===== src/rtl/brq_pkg.sv =====
// Shared types and constants for the instruction-memory arbiter.
package brq_pkg;

    typedef enum logic [1:0] {
        ARB_BOOT,
        ARB_RUN,
        ARB_LSU_DATA
    } arb_state_e;

    localparam int unsigned RESET_PC = 0;

endpackage


===== src/rtl/imem_boot_writer.sv =====
// Boot-time write pointer (wraps at memory depth) and saturating loaded-word counter.
import brq_pkg::*;

module imem_boot_writer #(
    parameter int AddrWidth = 15
) (
    input  logic                 brq_clk,
    input  logic                 brq_rst_n,
    input  logic                 i_wr_en,
    output logic [AddrWidth-1:0] o_wr_ptr,
    output logic [AddrWidth:0]   o_word_count
);

    localparam logic [AddrWidth:0] COUNT_FULL = {1'b1, {AddrWidth{1'b0}}};

    logic [AddrWidth-1:0] r_ptr;
    logic [AddrWidth:0]   r_count;

    always_ff @(posedge brq_clk) begin
        if (!brq_rst_n) begin
            r_ptr   <= AddrWidth'(RESET_PC);
            r_count <= '0;
        end else if (i_wr_en) begin
            r_ptr <= r_ptr + AddrWidth'(1);
            if (r_count != COUNT_FULL) begin
                r_count <= r_count + (AddrWidth + 1)'(1);
            end
        end
    end

    assign o_wr_ptr     = r_ptr;
    assign o_word_count = r_count;

endmodule


===== src/rtl/imem_arbiter.sv =====
// Shares the single-port instruction memory between boot loader, IFU and LSU,
// and holds the IFU in stall whenever the previous memory slot was not its own.
//
// state        | meaning
// ARB_BOOT     | loader owns the memory, IFU stalled, LSU held off
// ARB_RUN      | IFU fetches; LSU may take the slot
// ARB_LSU_DATA | LSU read data returning; arbitration continues
import brq_pkg::*;

module imem_arbiter #(
    parameter int DataWidth   = 32,
    parameter int AddrWidth   = 15,
    parameter int MaxLsuBurst = 4
) (
    input  logic                 brq_clk,
    input  logic                 brq_rst_n,
    input  logic                 ld_valid,
    input  logic [DataWidth-1:0] ld_data,
    input  logic                 ld_done,
    output logic                 ld_ready,
    input  logic [AddrWidth-1:0] ifu_addr,
    output logic [DataWidth-1:0] ifu_data,
    output logic                 arb_ifu_stall,
    input  logic                 lsu_req,
    input  logic [AddrWidth-1:0] lsu_addr,
    output logic                 lsu_gnt,
    output logic                 lsu_rvalid,
    output logic [DataWidth-1:0] lsu_rdata,
    output logic [AddrWidth-1:0] mem_addr,
    output logic [DataWidth-1:0] mem_wdata,
    output logic                 mem_we,
    input  logic [DataWidth-1:0] mem_rdata,
    output logic                 boot_active,
    output logic [AddrWidth:0]   ld_word_count
);

    localparam int BW = $clog2(MaxLsuBurst + 1);
    localparam logic [BW-1:0] BURST_MAX = BW'(MaxLsuBurst);

    arb_state_e           r_state;
    arb_state_e           w_next;
    logic [BW-1:0]        r_burst;
    logic                 r_first_run;
    logic                 w_gnt;
    logic                 w_wr_en;
    logic [AddrWidth-1:0] w_wr_ptr;

    assign w_wr_en = brq_rst_n && (r_state == ARB_BOOT) && ld_valid;
    assign w_gnt   = brq_rst_n && (r_state != ARB_BOOT) && lsu_req && (r_burst < BURST_MAX);

    imem_boot_writer #(
        .AddrWidth(AddrWidth)
    ) u_boot_writer (
        .brq_clk     (brq_clk),
        .brq_rst_n   (brq_rst_n),
        .i_wr_en     (w_wr_en),
        .o_wr_ptr    (w_wr_ptr),
        .o_word_count(ld_word_count)
    );

    always_ff @(posedge brq_clk) begin
        if (!brq_rst_n) begin
            r_state     <= ARB_BOOT;
            r_burst     <= '0;
            r_first_run <= 1'b0;
        end else begin
            r_state     <= w_next;
            r_first_run <= (r_state == ARB_BOOT) && ld_done;
            if (r_state != ARB_BOOT) begin
                r_burst <= w_gnt ? r_burst + BW'(1) : '0;
            end
        end
    end

    always_comb begin
        w_next = r_state;
        case (r_state)
            ARB_BOOT:               if (ld_done) w_next = ARB_RUN;
            ARB_RUN, ARB_LSU_DATA:  w_next = w_gnt ? ARB_LSU_DATA : ARB_RUN;
            default:                w_next = ARB_BOOT;
        endcase
    end

    // The first RUN cycle is stalled so the fetch at the reset PC has time to return.
    always_comb begin
        ld_ready      = 1'b0;
        boot_active   = 1'b0;
        arb_ifu_stall = 1'b1;
        lsu_gnt       = 1'b0;
        lsu_rvalid    = 1'b0;
        mem_we        = 1'b0;
        mem_addr      = ifu_addr;
        case (r_state)
            ARB_BOOT: begin
                ld_ready    = brq_rst_n;
                boot_active = 1'b1;
                mem_we      = w_wr_en;
                mem_addr    = w_wr_ptr;
            end
            ARB_RUN: begin
                lsu_gnt       = w_gnt;
                arb_ifu_stall = w_gnt || r_first_run;
                if (w_gnt) mem_addr = lsu_addr;
            end
            ARB_LSU_DATA: begin
                lsu_rvalid = brq_rst_n;
                lsu_gnt    = w_gnt;
                if (w_gnt) mem_addr = lsu_addr;
            end
            default: begin
                arb_ifu_stall = 1'b1;
            end
        endcase
        if (!brq_rst_n) arb_ifu_stall = 1'b1;
    end

    assign mem_wdata = ld_data;
    assign ifu_data  = mem_rdata;
    assign lsu_rdata = mem_rdata;

endmodule

===== config.mk =====
export PLATFORM = sky130hd
export DESIGN_NAME = imem_arbiter
export DESIGN_NICKNAME = d
export VERILOG_FILES = /design/src/rtl/brq_pkg.sv /design/src/rtl/imem_boot_writer.sv /design/src/rtl/imem_arbiter.sv
export SDC_FILE = /design/constraint.sdc
export NUM_CORES = 1
export LEC_CHECK = 0
export CAP_MARGIN = 30
export CORE_MARGIN = 2
export CORE_UTILIZATION = 34
export DETAILED_ROUTE_END_ITERATION = 8
export PLACE_DENSITY = 0.82
export SYNTH_ARGS = -nofsm -noshare
export SYNTH_HDL_FRONTEND = slang
export SYNTH_SLANG_ARGS = --single-unit

===== constraint.sdc =====
create_clock -name brq_clk -period 3 [get_ports brq_clk]
set_input_delay 0.6 -clock brq_clk [delete_from_list [all_inputs] [get_ports brq_clk]]
set_output_delay 0.6 -clock brq_clk [all_outputs]
set_load 0.03 [all_outputs]

==> results.tsv, run 1 <==
metric	value	unit
yosysUniqueCellTypes	40	
r2r-start	r_state[0]	
core_area	8299	um2
cts-resized-gates	0	
cp.arrival	2.19	ns
antenna_cells	0	
path_cells	clkdlybuf4s50_1, buf_4, nand3_1, buf_4, inv_1, buf_4	
drc_errors	0	
syn_area	2949	um2
die_area	9435	um2
clock_latency	0.28	ns
drt_iter0_drc	79	
maxSlewViolCount	0	
cts.sinks	37	
synth_area_leaders	dfxtp_1 25%, buf_4 25%, nand2_1 6.6%, o221ai_1 4.5%, a22oi_1 3.8%	
fin_crit_sh	92.98	%
start_util	35.53	%
path_delay_family	buffers and inverters	
critPathRequiredTime	2.40	ns
avgSynthCellArea	7.802	um2
root_buffer	clkbuf_8	
stdcell_area	3122	um2
post_cts.repair.setup_buffers	0	
vias	2499	
first_pass_iters	5	
yosysTopAreaCellShare	25.12	%
holdBufCountCts	0	
cp_slowest_cell	clkdlybuf4s50_1	
synth_enable_flop_cells	0	
fmax	0.3585	GHz
yosysSeqAreaShare	25.12	%
worstSetupPathType	in2out	
gp_congestion	0.8421	
ios	232	
slowest_delay	0.48	ns
worstMarginPinSlew	0.8027	ns
routed_wl	8323	um
die_w	97.14	um
antenna_found_initial	0	
grt_pass1_vias	2491	
ant_nets	0	
synth_ff_type	dfxtp_1	
irDropWorstVdd	0.1523	mV
dp_slack	0.1930	ns
via_per_inst	5.480	
power_density	360.0	nW/um2
synth_seq_cells	37	
run_status	finished clean	
hpwl	6559	um
grt_setup_unrepaired	no	
cp-end-kind	primary output	
avgRoutedWirePerCell	18.25	um
cts_tree	built	
path_common_cell	buf_4	
grt_max_degree	33	
cap_violations	0	
yosys.area.top_type	dfxtp_1	
path_buf_inv	5	
hp-class	reg2reg	
max-slew-margin-rel	46.43	%
setup_viol	0	
min_from	u_boot_writer.o_wr_ptr[14]	
yosysWarnings	0	
min_period	2.789	ns
clock_path_buffers	2	
post_dp_cell_area	3039	um2
cp_max_fo	20	
drive_gt1_share	10.26	%
syn_inst	378	
h-tree-depth	2	
grt-ovfl-total	0	
synth_nets	485	
fin_tns_setup	0	ns
rows	33	
area_growth	5.855	%
grt_usage	17.37	%
ys_async_sr_fraction	0	%
skew	0.008027	ns
p_leak	0.001114	uW
fin_ws	0.2107	ns
die_h	97.14	um
cts_made_buffers	5	
io_buffers	71	
final_core_util	37.61	%
fillers	844	
startpoint_type	input port	
fin_nets	457	
clk_pin_slew	0.08	ns
grt_pass1_wl	13320	um
cp-startpoint	brq_rst_n	
finalHoldViolations	0	
==> flip-flops by register name, summed over array words and instances, names as in the netlist <==
name and cells:
r_first_run 1, u_boot_writer.o_word_count 16, r_state 2, u_boot_writer.o_wr_ptr 15, r_burst 3
==> stage by stage <==
step                      power (uW)  cells  hold WS [ns]
after floorplan                903.9    378        0.4462
after global placement         794.5    448        0.4580
after detailed placement       797.0    448        0.4713
after CTS                       1135    456        0.4931
after global routing            1174    456        0.5188
final                           1124    456        0.4909
==> Yosys cell counts, types with 3 or more instances <==
library cell	n
o21ai_0	10
buf_4	97
o221ai_1	15
xor2_1	5
nor2_1	20
nand4_1	6
a21oi_1	13
nor3_1	4
a22oi_1	15
mux2i_1	8
buf_2	3
xnor2_1	7
or3_1	7
nor4_1	5
inv_1	9
and4_1	4
nor4b_1	3
clkbuf_1	8
ha_1	8
nand2_1	52
dfxtp_1	37
nand3_1	15
or4_1	5
==> layout by cell type, fill, tap and decap left out, types with 10 or more instances in the layout <==
cell,synthesis,final
a22oi_1,15,15
a21oi_1,13,13
clkdlybuf4s50_1,0,51
buf_4,97,22
nand3_1,15,15
dfxtp_1,37,37
nor2_1,20,20
nand2_1,52,52
o21ai_0,10,10
o221ai_1,15,15
==> power breakdown <==
group / internal [uW] / switching [uW] / leakage (uW) / total (uW)
clock: 161 / 178 / 0.0000450 / 339
sequential: 500 / 10.1 / 0.000299 / 510
combinational: 124 / 151 / 0.000770 / 275
==> path summary, 6_finish.rpt <==
path	endpoint	slack, ns	depth (start not counted)
hold reg to reg	u_boot_writer.o_wr_ptr[14]	0.49	2
setup / recovery	mem_we	0.21	6
setup reg to reg	u_boot_writer.o_word_count[11]	0.65	7
hold / removal	u_boot_writer.o_wr_ptr[14]	0.49	2
==> logic make-up after synthesis <==
logic type                 count (synthesis)  synth area share (%)
muxes                                      8                 2.715
AOI/OAI and AO/OA                         56                 13.03
buffers and inverters                    122                 28.30
and+or+nand+nor                          135                 23.89
adders and majority gates                  8                 3.394
DFF                                       37                 25.12
xor gates and xnor gates                  12                 3.564
==> worst register-to-register path, stage by stage, from the launching register on <==
cell and delay (ns):
dfxtp_1 0.35, inv_1 0.09, ha_1 0.17, buf_4 0.28, nand3_1 0.23, or4_1 0.67
or3_1 0.35, a21oi_1 0.14
==> area by class of cell <==
cell class / instances / area, um2 / area share, %
Clock buffer: 6 / 72.57 / 2.325
Timing Repair Buffer: 77 / 755.7 / 24.21
Multi-Input combinational cell: 219 / 1374 / 44.01
Tap cell: 105 / 131.4 / 4.208
Sequential cell: 37 / 740.7 / 23.73
Inverter: 10 / 37.54 / 1.202
Clock inverter: 2 / 10.01 / 0.3206
==> metal layers <==
layer | track usage, % | share of wire (%)
met1 | 18.37 | 36
met2 | 29.01 | 49
met3 | 7.986 | 12
met4 | 8.884 | 3.3
met5 | 0 | 0
Power figures use the tool's default switching activity.
==> run 2, diff against run 1 <==
- ABC_AREA: not set -> 0
==> results of run 2 <==
Same layout as run 1: the final DEF is identical, and so are final timing and power.
==> run 3, diff against run 2 <==
- SLEW_MARGIN: not set -> 5
==> results of run 3 <==
Same layout as run 1: the final DEF is identical, and so are final timing and power.
